<file path="src/rtl/ps2_keyboard_rx.sv">
// PS/2 keyboard receiver: frames device-to-host bytes and turns set-2 make/break
// sequences into single-cycle key strobes with prefix and typematic filtering.
module ps2_keyboard_rx #(
    parameter int TIMEOUT_CYCLES  = 50000,
    parameter bit SUPPRESS_REPEAT = 1'b1
) (
    input  logic       clk,
    input  logic       reset,
    input  logic       ps2_clk,
    input  logic       ps2_data,
    output logic [7:0] scancode,
    output logic       flagkey,
    output logic       extended,
    output logic       keyrelease,
    output logic       frame_err
);
    localparam int TW = $clog2(TIMEOUT_CYCLES + 1);

    typedef enum logic [1:0] {IDLE, DATA, PARITY, STOP} state_t;

    state_t        state, state_n;
    logic [1:0]    clk_sync, dat_sync;
    logic          clk_prev;
    logic          fall, din;
    logic [2:0]    bitcnt, bitcnt_n;
    logic [7:0]    shreg, shreg_n;
    logic          par, par_n;
    logic [TW-1:0] tcnt, tcnt_n;
    logic          brk_pend, brk_n, ext_pend, ext_n;
    logic          held_valid, hv_n;
    logic [7:0]    held_code, hc_n;
    logic [7:0]    sc_n;
    logic          ex_n, fk_n, kr_n, fe_n;

    // Synchronisers idle high so reset release never looks like a falling edge.
    always_ff @(posedge clk or posedge reset) begin
        if (reset) begin
            clk_sync <= 2'b11;
            dat_sync <= 2'b11;
            clk_prev <= 1'b1;
        end else begin
            clk_sync <= {clk_sync[0], ps2_clk};
            dat_sync <= {dat_sync[0], ps2_data};
            clk_prev <= clk_sync[1];
        end
    end

    assign fall = clk_prev & ~clk_sync[1];
    assign din  = dat_sync[1];

    always_ff @(posedge clk or posedge reset) begin
        if (reset) begin
            state      <= IDLE;
            bitcnt     <= '0;
            shreg      <= '0;
            par        <= 1'b0;
            tcnt       <= '0;
            brk_pend   <= 1'b0;
            ext_pend   <= 1'b0;
            held_valid <= 1'b0;
            held_code  <= '0;
            scancode   <= '0;
            extended   <= 1'b0;
            flagkey    <= 1'b0;
            keyrelease <= 1'b0;
            frame_err  <= 1'b0;
        end else begin
            state      <= state_n;
            bitcnt     <= bitcnt_n;
            shreg      <= shreg_n;
            par        <= par_n;
            tcnt       <= tcnt_n;
            brk_pend   <= brk_n;
            ext_pend   <= ext_n;
            held_valid <= hv_n;
            held_code  <= hc_n;
            scancode   <= sc_n;
            extended   <= ex_n;
            flagkey    <= fk_n;
            keyrelease <= kr_n;
            frame_err  <= fe_n;
        end
    end

    always_comb begin
        state_n  = state;
        bitcnt_n = bitcnt;
        shreg_n  = shreg;
        par_n    = par;
        brk_n    = brk_pend;
        ext_n    = ext_pend;
        hv_n     = held_valid;
        hc_n     = held_code;
        sc_n     = scancode;
        ex_n     = extended;
        fk_n     = 1'b0;
        kr_n     = 1'b0;
        fe_n     = 1'b0;

        if (state == IDLE || fall)
            tcnt_n = '0;
        else
            tcnt_n = tcnt + 1'b1;

        // Abort in the cycle the counter would reach TIMEOUT_CYCLES.
        if (state != IDLE && !fall && tcnt == TW'(TIMEOUT_CYCLES - 1)) begin
            state_n = IDLE;
            tcnt_n  = '0;
            fe_n    = 1'b1;
            brk_n   = 1'b0;
            ext_n   = 1'b0;
        end else if (fall) begin
            case (state)
                IDLE: begin
                    if (!din) begin
                        state_n  = DATA;
                        bitcnt_n = '0;
                    end
                end
                DATA: begin
                    shreg_n  = {din, shreg[7:1]};
                    bitcnt_n = bitcnt + 3'd1;
                    if (bitcnt == 3'd7)
                        state_n = PARITY;
                end
                PARITY: begin
                    par_n   = din;
                    state_n = STOP;
                end
                STOP: begin
                    state_n = IDLE;
                    if (!din || !((^shreg) ^ par)) begin
                        fe_n  = 1'b1;
                        brk_n = 1'b0;
                        ext_n = 1'b0;
                    end else if (shreg == 8'hF0) begin
                        brk_n = 1'b1;
                    end else if (shreg == 8'hE0) begin
                        ext_n = 1'b1;
                    end else if (brk_pend) begin
                        kr_n  = 1'b1;
                        brk_n = 1'b0;
                        ext_n = 1'b0;
                        if (held_valid && shreg == held_code)
                            hv_n = 1'b0;
                    end else begin
                        brk_n = 1'b0;
                        ext_n = 1'b0;
                        // Typematic repeats of the held key are swallowed.
                        if (!(SUPPRESS_REPEAT && held_valid && shreg == held_code)) begin
                            sc_n = shreg;
                            ex_n = ext_pend;
                            fk_n = 1'b1;
                            hc_n = shreg;
                            hv_n = 1'b1;
                        end
                    end
                end
                default: state_n = IDLE;
            endcase
        end
    end
endmodule

</file>
<file path="config.mk">
export PLATFORM = sky130hd
export DESIGN_NAME = ps2_keyboard_rx
export DESIGN_NICKNAME = d
export VERILOG_FILES = /design/src/rtl/ps2_keyboard_rx.sv
export SDC_FILE = /design/constraint.sdc
export NUM_CORES = 1
export LEC_CHECK = 0
export CORE_ASPECT_RATIO = 0.8
export CORE_MARGIN = 3
export CORE_UTILIZATION = 53
export CTS_CLUSTER_DIAMETER = 40
export DETAILED_ROUTE_END_ITERATION = 6
export GPL_TIMING_DRIVEN = 0
export MAX_ROUTING_LAYER = met4
export PLACE_DENSITY_LB_ADDON = 0.25
export SLEW_MARGIN = 20
export SYNTH_ARGS = -nofsm -noshare
export SYNTH_HDL_FRONTEND = slang
export SYNTH_SLANG_ARGS = --single-unit
</file>
<file path="constraint.sdc">
create_clock -name clk -period 2.3 [get_ports clk]
set_input_delay 0.69 -clock clk [delete_from_list [all_inputs] [get_ports clk]]
set_output_delay 0.69 -clock clk [all_outputs]
set_load 0.1 [all_outputs]
</file>
### Word-level counts from Yosys, hierarchy flattened

Cells that the tools add are included.

| storage, ports and cells | value |
|---|---|
| register bits after elaboration | 50 |
| bits of input ports | 4 |
| output and inout port bits | 12 |
| word-level logic and storage cells | 107 |

| cells by class | value |
|---|---|
| add/sub/neg operators | 2 |
| equality and inequality tests | 15 |
| mux-type cells | 43 |
| bitwise operators | 9 |
| reduce and logical (&&, ||, !) cells | 22 |

Operators by type and width:

| operator | number |
|---|---|
| 1-bit two-way mux | 34 |
| 16-bit two-way mux | 2 |
| 16-bit by 1-bit adder with 16-bit output, second input constant | 1 |
| 16-bit equality test, second input constant | 1 |
| 8-bit equality test, second input constant | 2 |
| 8-bit AND reduction | 2 |
| 3-bit AND reduction | 5 |
| 8-bit equality test | 1 |
| 2-bit two-way mux | 4 |
| 2-bit case mux with 4 select lines | 1 |
| 2-bit nonzero test | 4 |
| 8-bit parity | 1 |
| 1-bit NOT | 7 |
| 3-bit inequality test, second input constant | 2 |
| 3-bit case mux with 2 select lines | 1 |
| 2-bit equality test, second input constant | 2 |
| 2-bit inequality test, second input constant | 2 |
| 4-bit inequality test, second input constant | 1 |
| 4-bit AND reduction | 1 |
| 3-bit by 1-bit adder with 3-bit output, second input constant | 1 |
| 3-bit equality test, second input constant | 1 |
| 1-bit logical AND | 3 |
| 1-bit zero test | 3 |
| 3-bit two-way mux | 1 |
| other kinds (7) | 8 |

### Depth between registers and ports, before layout

| logic depth | value |
|---|---|
| depth after elaboration | 10 |
| depth in mapped cells | 8 |
| depth with buffers taken out | 7 |

### Least setup slack after synthesis

Ideal clock, no wire load.

| timing path | value |
|---|---|
| path type | register to register |
| from | reg shreg[2] |
| to | reg held_code[0] |
| setup time | 126 ps |
| arrival | 2272 ps |
| required time | 2174 ps |
| slack | -98 ps |
| cell stages (with the launch flop) | 9 |
| path buffers | 1 |
| period minus slack after synthesis | 2398 ps |
| path through | dfrtp_1 inv_1 ha_1 xnor3_1 xnor2_2 nand4_2 or3_1 buf_6 mux2_4 |

| on the way | value |
|---|---|
| word-level cells in the longest chain between the ends | 6 |
| elaborated cells between the ends (all ways) | 13 |
| those cells by class | 3 x eq/ne; 5 x bitwise; 5 x reduce/logical |

Ends and longest elaborated chain:

| item | RTL line | text |
|---|---|---|
| from (decl) | 26 | `logic [7:0] shreg, shreg_n;` |
| from (signal assigned) | 70 | `shreg <= shreg_n;` |
| 8-bit parity | 132 | `if (!din \|\| !((^shreg) ^ par)) begin` |
| 1-bit bitwise XOR | 132 |  |
| 1-bit zero test | 132 |  |
| 1-bit logical OR | 132 |  |
| 1-bit NOT (no line) | -- |  |
| 8-bit AND reduction (no line) (*) | -- |  |
| to (signal assigned) | 76 | `held_code <= hc_n;` |
| to (decl) | 31 | `logic [7:0] held_code, hc_n;` |

Every way passes the cells marked *; elsewhere a longest branch is shown, timed or not.
A chain may end at the register's enable or synchronous reset.

### Worst setup path in the final report

| timing path | value |
|---|---|
| from | reg shreg[3] |
| to | reg held_code[7] |

Same word-level chain as after synthesis.

==> impl_metrics.ini <==
[placed_design]
port_buffers = 15
dpl.hpwl_um = 3150
placed_area_mm2 = 0.00273
place_congestion = 0.815
dp.cells = 301

[logic_synthesis]
syn_nets = 245
yosys.area_share.adder_pct = 6.54
synth_cell_types = 37
ys_ff_latch = 50
synth_top_family_by_area = simple AND/OR/NAND/NOR gates
synth-xor-area-share_pct = 9.65
syn_area_per_cell_um2 = 10.9
postSynthCellCount = 228
yosys_warnings = 0
synthSimpleGateAreaFrac_pct = 14.9
synth_compound_area_share_pct = 5.73
syn_area_mm2 = 0.00249
synth-seq-area-share_pct = 50.5
synthMuxAreaShare_pct = 8.50

[critical_path]
crit_start = shreg[3]
r2r_slack_ns = -0.13
crit_type = flop to flop
cp.arrival_ns = 2.62
critPathMaxFanout = 5
worstPathRequired_ns = 2.49
crit_path_end_kind = flop
cp-start-kind = flop
r2r-start = shreg[3]

[grt]
grtUsageTotal_pct = 19.2
use_met2_pct = 26.1
use_met1_pct = 28.0
antenna_found_initial = 0
grt_pass1_vias = 1587
grt_overflow = 0
grt_use_met3_pct = 4.40
grt_pass1_wl_um = 7690
grt.busiest_layer = met1
grt_max_degree = 27

[final_layout]
area_growth_pct = 17.9
instances_no_fill = 317
fin_nets = 276
drive_gt1_share_pct = 20.0
diodes = 0
n_fill_cell = 321
final_area_mm2 = 0.00294
final_core_util_pct = 67.3

[floorplan]
die-area_mm2 = 0.00556
rows = 21
ios = 16
die_w_um = 82.6
chipHeight_um = 67.3
coreArea_mm2 = 0.00436
start_util_pct = 57.1

[clock_tree]
path_clk_slew_ns = 0.08
cts_tree = done
clock_sinks = 50
insertion_delay_ns = 0.30
htree_levels = 2
cts.path.max_buffers = 2
numCtsBuffers = 5
root_buffer = clkbuf_8
hold_buffers = 0

[sta]
worst_slack_ns = -0.127
fin_skew_ns = 0.00578
finalSetupViolations = 9
slew_violations = 0
max_clock_freq_mhz = 412
timing.final.crit_share_pct = 106
slew_headroom_pct = 35.8
grt_setup_unrepaired = yes
min_period_ns = 2.43
hold_viol_final = 0
worst_slew_pin_slew_ns = 0.966

[run_status]
outcome = finished, violations left
failed_checks = negative setup slack

[routing]
dr.pass1.iters = 4
drc = 0
wire_per_inst_um = 14.4
post_drt_via_cell_ratio = 5.27
detail_route.wirelength_um = 4570
drt_iter0_drc = 158
drtAntennaViolNets = 0
dr_total_vias = 1671

[power_and_ir_drop]
cellPowerDensity_mw_per_mm2 = 1010
finalPower_mw = 2.97
p_leak_nw = 1.34
irDropWorstVdd_mv = 0.789

[min_path]
min_from = clk_sync[0]
hp-class = flop to flop

[run]
maxCapViolCount = 0
==> cells in the final DEF (no fill, tap or decap), drive strengths merged, types with 2 or more instances in the layout <==
master	netlist	routed
nor3	6	6
clkbuf	3	9
mux2	14	14
xnor2	21	21
dfrtp	45	45
or3	3	3
dfstp	5	5
nand4	5	5
inv	19	19
nor2	25	25
nand2	17	17
nor4	2	2
o21ai	12	12
clkdlybuf4s15	0	7
xor2	3	3
mux2i	2	2
buf	3	13
clkdlybuf4s50	0	3
dlygate4sd2	0	5
or4	3	3
nor2b	2	2
or2	2	2
ha	13	13
a22o	2	2
nand3	8	8
a32o	3	3
==> worst paths after layout <==
check                               end  cells after the start
max in group asynchronous      tcnt[15]                      3
min reg2reg                 clk_sync[1]                      0
max                        held_code[7]                      8
max reg2reg                held_code[7]                      8
min                         clk_sync[1]                      0
min in group asynchronous  held_code[6]                      2
==> layout make-up <==
class	count	area, um^2	share of cell area [%]
flip-flops and latches	50	1260	42.8
plain buffers	5	32.5	1.11
inverters	19	71.3	2.43
clock inverters	1	5.00	0.171
well taps	57	71.3	2.43
multi-input cells	153	1180	40.1
repair buffers	25	235	8.01
clock buffers	7	86.3	2.94
==> kinds of logic (layout without fill, tap and decap cells) <==
logic type / count (synthesis) / in the layout
adders and majority gates: 13 / 13
buffers and inverters: 25 / 57
DFF: 50 / 50
xor gates and xnor gates: 25 / 25
and+or+nand+nor: 77 / 77
AOI/OAI and AO/OA: 22 / 22
muxes: 16 / 16
==> report_power, final <==
group	switching (mW)	internal [mW]
registers	0.148	1.02
logic	0.692	0.594
clock network	0.270	0.243
==> worst max-delay path, cell delays in order (launching register included) <==
cell and delay [ns]:
dfrtp_1 0.42, inv_2 0.10, ha_4 0.21, xnor3_1 0.36, xnor2_2 0.20, nand4_2 0.13
or3_4 0.44, buf_8 0.16, mux2_4 0.30
==> registers in the layout, indices dropped and copies added, names as in the netlist <==
register    cells
keyrelease      1
frame_err       1
tcnt           16
brk_pend        1
clk_prev        1
state           2
shreg           8
flagkey         1
ext_pend        1
clk_sync        2
dat_sync        2
held_valid      1
held_code       8
par             1
bitcnt          3
extended        1
==> per-layer routing <==
layer | wire length [um] | vias to the layer above
li1 | - | 824
met1 | 2310 | 817
met2 | 2010 | 23
met3 | 179 | 7
met4 | 70 | 0
met5 | 0 | -
==> repair_timing <==
item                       4_1_cts  5_1_grt
setup endpoints to repair       33       20
gates resized for setup         17       14
pin swaps                        2        4
gates cloned                     1        0
buffers inserted                 4        4
==> synthesized netlist by cell type (all sizes together) <==
library cell  instances  share of area (%)
nand4                 5                1.5
dfrtp                45                 45
a32o                  3                1.2
o21ai                12                2.4
inv                  19                2.9
or2                   2               0.50
nor2b                 2               0.50
xnor2                21                7.7
buf                   3               0.85
or3                   3               0.75
a21o                  1               0.30
mux2i                 2               0.80
nor4                  2               0.50
a22o                  2               0.70
nand3                 8                1.6
and3                  1               0.25
nor3b                 1               0.30
or4                   3               0.90
mux2                 14                7.7
and2                  1               0.25
nand2                17                2.6
xnor3                 1               0.90
ha                   13                6.5
a21oi                 1               0.20
nor2                 25                3.8
o31ai                 1               0.30
clkbuf                3               0.45
a21boi                1               0.30
xor2                  3                1.1
nor3                  6                1.2
a211oi                1               0.30
nand2b                1               0.25
dfstp                 5                5.3
==> through the flow <==
step	hold slack (ns)	setup slack [ns]	setup TNS [ns]
2_1_floorplan	0.345	-0.0404	-0.363
4_1_cts	0.359	-0.0916	-0.687
6_report	0.358	-0.127	-1.02
3_3_place_gp	0.346	-0.499	-24.33
3_5_place_dp	0.347	-0.224	-2.06
5_1_grt	0.365	-0.191	-1.63
Power figures use the tool's default switching activity.
